$ cat src/rtl/bayer_line_buffer.sv
// One-line circular buffer feeding the 2x2 Bayer greyscale stage: for every accepted
// pixel it emits the current pixel, the same-column pixel from the previous row, and x/y.
module bayer_line_buffer #(
  parameter int LINE_WIDTH  = 8,
  parameter int FRAME_LINES = 6,
  parameter int DW          = 12
) (
  input  logic          clk,
  input  logic          rst,
  input  logic [DW-1:0] pixel_in,
  input  logic          pixel_valid,
  input  logic          sof,
  output logic [DW-1:0] tap0,
  output logic [DW-1:0] tap1,
  output logic          tap_valid,
  output logic [10:0]   x,
  output logic [10:0]   y
);

  localparam int CW = (LINE_WIDTH  > 1) ? $clog2(LINE_WIDTH)  : 1;
  localparam int RW = (FRAME_LINES > 1) ? $clog2(FRAME_LINES) : 1;
  localparam logic [CW-1:0] COL_LAST = CW'(LINE_WIDTH - 1);
  localparam logic [RW-1:0] ROW_LAST = RW'(FRAME_LINES - 1);

  logic [DW-1:0] mem [LINE_WIDTH];

  logic [CW-1:0] wcol_q, wcol_d;
  logic [RW-1:0] wrow_q, wrow_d;
  logic          first_q, first_d;
  logic [DW-1:0] tap0_q, tap0_d;
  logic [DW-1:0] tap1_q, tap1_d;
  logic          tap_valid_q, tap_valid_d;
  logic [10:0]   x_q, x_d;
  logic [10:0]   y_q, y_d;

  // sof re-anchors the accepted pixel to (0,0) on the first row, whatever the counters say.
  logic [CW-1:0] cur_col;
  logic [RW-1:0] cur_row;
  logic          cur_first;
  logic [DW-1:0] mem_rd;

  assign cur_col   = sof ? '0   : wcol_q;
  assign cur_row   = sof ? '0   : wrow_q;
  assign cur_first = sof ? 1'b1 : first_q;
  assign mem_rd    = mem[cur_col];

  always_comb begin
    wcol_d      = wcol_q;
    wrow_d      = wrow_q;
    first_d     = first_q;
    tap0_d      = tap0_q;
    tap1_d      = tap1_q;
    tap_valid_d = 1'b0;
    x_d         = x_q;
    y_d         = y_q;
    if (pixel_valid) begin
      tap_valid_d = 1'b1;
      tap1_d      = pixel_in;
      tap0_d      = cur_first ? '0 : mem_rd;
      x_d         = 11'(cur_col);
      y_d         = 11'(cur_row);
      if (cur_col == COL_LAST) begin
        wcol_d = '0;
        if (cur_row == ROW_LAST) begin
          wrow_d  = '0;
          first_d = 1'b1;
        end else begin
          wrow_d  = cur_row + RW'(1);
          first_d = 1'b0;
        end
      end else begin
        wcol_d  = cur_col + CW'(1);
        wrow_d  = cur_row;
        first_d = cur_first;
      end
    end
  end

  always_ff @(posedge clk) begin
    if (rst) begin
      wcol_q      <= '0;
      wrow_q      <= '0;
      first_q     <= 1'b1;
      tap0_q      <= '0;
      tap1_q      <= '0;
      tap_valid_q <= 1'b0;
      x_q         <= '0;
      y_q         <= '0;
    end else begin
      wcol_q      <= wcol_d;
      wrow_q      <= wrow_d;
      first_q     <= first_d;
      tap0_q      <= tap0_d;
      tap1_q      <= tap1_d;
      tap_valid_q <= tap_valid_d;
      x_q         <= x_d;
      y_q         <= y_d;
    end
  end

  // Memory is never cleared; stale contents are hidden by the first-row mask instead.
  always_ff @(posedge clk) begin
    if (pixel_valid && !rst) mem[cur_col] <= pixel_in;
  end

  assign tap0      = tap0_q;
  assign tap1      = tap1_q;
  assign tap_valid = tap_valid_q;
  assign x         = x_q;
  assign y         = y_q;

endmodule
$ cat config.mk
export PLATFORM = sky130hd
export DESIGN_NAME = bayer_line_buffer
export DESIGN_NICKNAME = d
export VERILOG_FILES = /design/src/rtl/bayer_line_buffer.sv
export SDC_FILE = /design/constraint.sdc
export NUM_CORES = 1
export LEC_CHECK = 0
export BUFFER_PORTS_ARGS = -buffer_cell sky130_fd_sc_hd__buf_4
export CORE_ASPECT_RATIO = 0.75
export CORE_MARGIN = 5
export CORE_UTILIZATION = 50
export CTS_CLUSTER_DIAMETER = 200
export DETAILED_ROUTE_END_ITERATION = 10
export PLACE_DENSITY_LB_ADDON = 0.08
export SETUP_SLACK_MARGIN = 0.1
export SLEW_MARGIN = 25
export SYNTH_ARGS = -nofsm -noshare
export SYNTH_HDL_FRONTEND = slang
export SYNTH_SLANG_ARGS = --single-unit
$ cat constraint.sdc
create_clock -name clk -period 5.11 [get_ports clk]
set_input_delay 0.7665 -clock clk [delete_from_list [all_inputs] [get_ports clk]]
set_output_delay 0.7665 -clock clk [all_outputs]
set_load 0.01 [all_outputs]
==> impl_metrics.py <==
metrics = {
    "clock_tree": {
        "cts_sinks": 134,
        "postCtsSetupBuffers": 0,
        "cts_made_buffers": 17,
        "cts-hold-fix-buffers": 0,
        "clock_latency_ns": 0.42,
        "cts.reportedPaths.clkPinSlew_ns": 0.06,
        "cts-resized-gates": 0,
        "cts_buffer_depth": 2,
        "root_buffer": "clkbuf_16",
        "h-tree-depth": 4,
        "cts_tree": "yes",
    },
    "critical_path": {
        "regToRegSetupSlack_ns": 2.36,
        "path_cells": "nand2b_1, inv_1, nand2_1, nor3_4",
        "r2r_cells": 4,
        "cp_slowest_cell": "dfxtp_1",
        "r2r-end": "mem[5][2]",
        "critPathKind": "register to register",
        "crit_path_max_fanout": 19,
        "reg2reg_from": "wcol_q[2]",
        "critPathLaunchType": "register",
        "path_depth": 4,
        "cp_top_family": "simple AND/OR/NAND/NOR gates",
        "cp_data_required_time_ns": 5.15,
        "worst-path-buf-inv": 1,
        "cp-end-kind": "register",
        "critPathMaxStageDelay_ns": 0.85,
        "critPathArrivalTime_ns": 2.79,
    },
    "routing": {
        "wl_per_cell_um": 21.43,
        "ant_nets": 0,
        "first_pass_iters": 4,
        "remaining_drc_errors": 0,
        "vias": 3257,
        "drt-initial-drc-count": 307,
        "via_per_inst": 5.714,
        "totalWireLength_mm": 12.22,
    },
    "timing": {
        "fin_crit_ns": 2.752,
        "setup_viol": 0,
        "worst_pin_slew_ns": 1.031,
        "rsz0062_at_grt": "no",
        "relSlewSlack_pct": 30.99,
        "whs_ns": 0.4565,
        "slew_violations": 0,
        "max_freq_ghz": 0.3634,
        "finalCritPeriodShare_pct": 53.85,
        "hold_viol": 0,
        "finalSetupTns_ns": 0,
        "fin_worst_skew_ns": 0.01162,
    },
    "power_and_ir_drop": {
        "ir_worst_vdd_mv": 0.2517,
        "p_per_area_mw_per_mm2": 398.9,
        "leakagePower_nw": 2.320,
    },
    "floorplan": {
        "io_pins": 63,
        "fp-row-count": 32,
        "initial_core_util_pct": 51.83,
        "design.core.area_sq_mm": 0.01045,
        "die_h_um": 100.1,
        "die-width_um": 130.2,
        "dieArea_sq_mm": 0.01304,
    },
    "final_layout": {
        "n_antenna_cell": 0,
        "drive_gt1_share_pct": 21.89,
        "synthToLayoutAreaGrowth_pct": 17.90,
        "final_cell_mix": "edfxtp_1, buf_4, nor2_1, dfxtp_1",
        "fin_nets": 438,
        "nFillCells": 793,
        "final_common_cell": "edfxtp_1",
    },
    "hold_path": {
        "holdPathStages": 2,
        "min-delay-start": "tap0[4]",
        "hold_class": "register to register",
        "hold_path_end": "tap0[4]",
    },
    "grt": {
        "grt_util_met2_pct": 26.56,
        "antenna_found_initial": 0,
        "grt-ovfl-total": 0,
        "use_met1_pct": 29.82,
        "first_global_vias": 3138,
        "use_met3_pct": 5.372,
        "grt_max_degree": 52,
        "grt-busiest-layer": "met1",
        "grt_pass1_wl_mm": 18.43,
        "grt_usage_pct": 19.65,
    },
    "job": {
        "drv_cap": 0,
    },
    "logic_synthesis": {
        "async_reset_ff_share_pct": 0,
        "synth_flop_cell": "edfxtp_1",
        "synth-edff-count": 96,
        "synth_warnings": 0,
        "synth_cell_types": 43,
        "ys_seq_elements": 134,
        "ys_seq_area_share_pct": 67.27,
        "postSynthAreaPerCell_sq_um": 14.37,
        "syn-cell-area_sq_mm": 0.005416,
        "synth_cells": 377,
    },
    "placement": {
        "hpwl_mm": 7.841,
        "io_buffers": 46,
        "gp_congestion": 0.8368,
    },
    "outcome": {
        "status": "completed",
    },
}
tightest hold or removal path, cell delays in order (launching register included):
cell and delay (ns):
dfxtp_1 0.33, nand2_1 0.05, o41ai_1 0.05
worst max-delay path by stage:
stage	from	to	slack (ns)
2_1_floorplan	rst	mem[4][0]	2.28
3_3_place_gp	pixel_valid	mem[6][3]	2.24
3_5_place_dp	sof	mem[5][8]	2.13
4_1_cts	wcol_q[2]	mem[5][2]	2.15
5_1_grt	wcol_q[2]	mem[5][6]	2.22
6_report	wcol_q[2]	mem[5][2]	2.36
power by group:
part	switching [mW]	internal (mW)	total [mW]
Sequential	0.0188	1.18	1.20
Combinational	0.0694	0.0477	0.117
Clock	0.445	0.789	1.23
final cells by class:
| cell class | count | area, sq um | area share [%] |
|---|---|---|---|
| Tap cell | 136 | 170.2 | 2.665 |
| Clock buffer | 19 | 452.9 | 7.092 |
| Inverter | 5 | 18.77 | 0.2939 |
| Multi-Input combinational cell | 212 | 1560 | 24.43 |
| Timing Repair Buffer | 51 | 382.9 | 5.995 |
| Clock inverter | 13 | 153.9 | 2.410 |
| Sequential cell | 134 | 3647 | 57.11 |
metrics by stage:
step / util (%) / setup slack (ns) / instance area [sq um] / total power [mW] / std cells
2_1_floorplan: - / 2.284 / 5473 / 1.299 / 392
3_3_place_gp: 55.11 / 2.236 / 5759 / 1.334 / 538
3_5_place_dp: 55.11 / 2.132 / 5759 / 1.336 / 538
4_1_cts: 60.92 / 2.153 / 6366 / 2.561 / 570
5_1_grt: 61.11 / 2.222 / 6386 / 2.625 / 570
6_report: 61.11 / 2.358 / 6386 / 2.547 / 570
logic make-up (layout without fill, tap and decap cells):
group	Yosys count	in the layout	synth area share, %
mux	33	33	9.286
simple gates	104	104	9.471
compound gates	58	58	7.993
fa+ha+maj	1	1	0.2310
other cells	1	16	0.06923
flops	134	134	67.27
buf+inv	46	88	5.683
state kept, by name, summed over array words and instances, names as in the netlist:
signal and cells:
tap0 12, y 3, wcol_q 3, mem 96, tap1 12, first_q 1
tap_valid 1, x 3, wrow_q 3
routing by layer:
metal	part of all wire, %	up-vias
met5	0	-
met4	1.7	0
met2	44	112
met3	5.8	21
li1	-	1495
met1	49	1629
synth_stat cells (2+ instances only):
cell type | instances | area, sq um
and2b_1 | 2 | 15.01
nand2_1 | 21 | 78.83
inv_1 | 5 | 18.77
nor2_1 | 39 | 146.4
or3_1 | 9 | 56.30
nor4_1 | 2 | 12.51
nor3_1 | 5 | 25.02
buf_12 | 2 | 40.04
buf_2 | 7 | 35.03
nor3b_1 | 2 | 15.01
nand4b_1 | 2 | 17.52
mux4_2 | 2 | 45.04
buf_4 | 19 | 142.6
a221o_1 | 3 | 30.03
o21ai_0 | 2 | 10.01
a21oi_1 | 16 | 80.08
nand2b_1 | 6 | 37.54
o22ai_1 | 3 | 18.77
o32a_1 | 8 | 80.08
clkbuf_1 | 10 | 37.54
dfxtp_1 | 38 | 760.7
o41ai_1 | 7 | 61.31
buf_6 | 3 | 33.78
a211oi_1 | 9 | 67.56
o31ai_1 | 2 | 15.01
edfxtp_1 | 96 | 2883
mux4_1 | 9 | 236.5
nor2b_1 | 11 | 68.82
mux2i_1 | 21 | 210.2
o21ai_1 | 3 | 15.01
No activity file was read; power rests on OpenSTA's default activity.
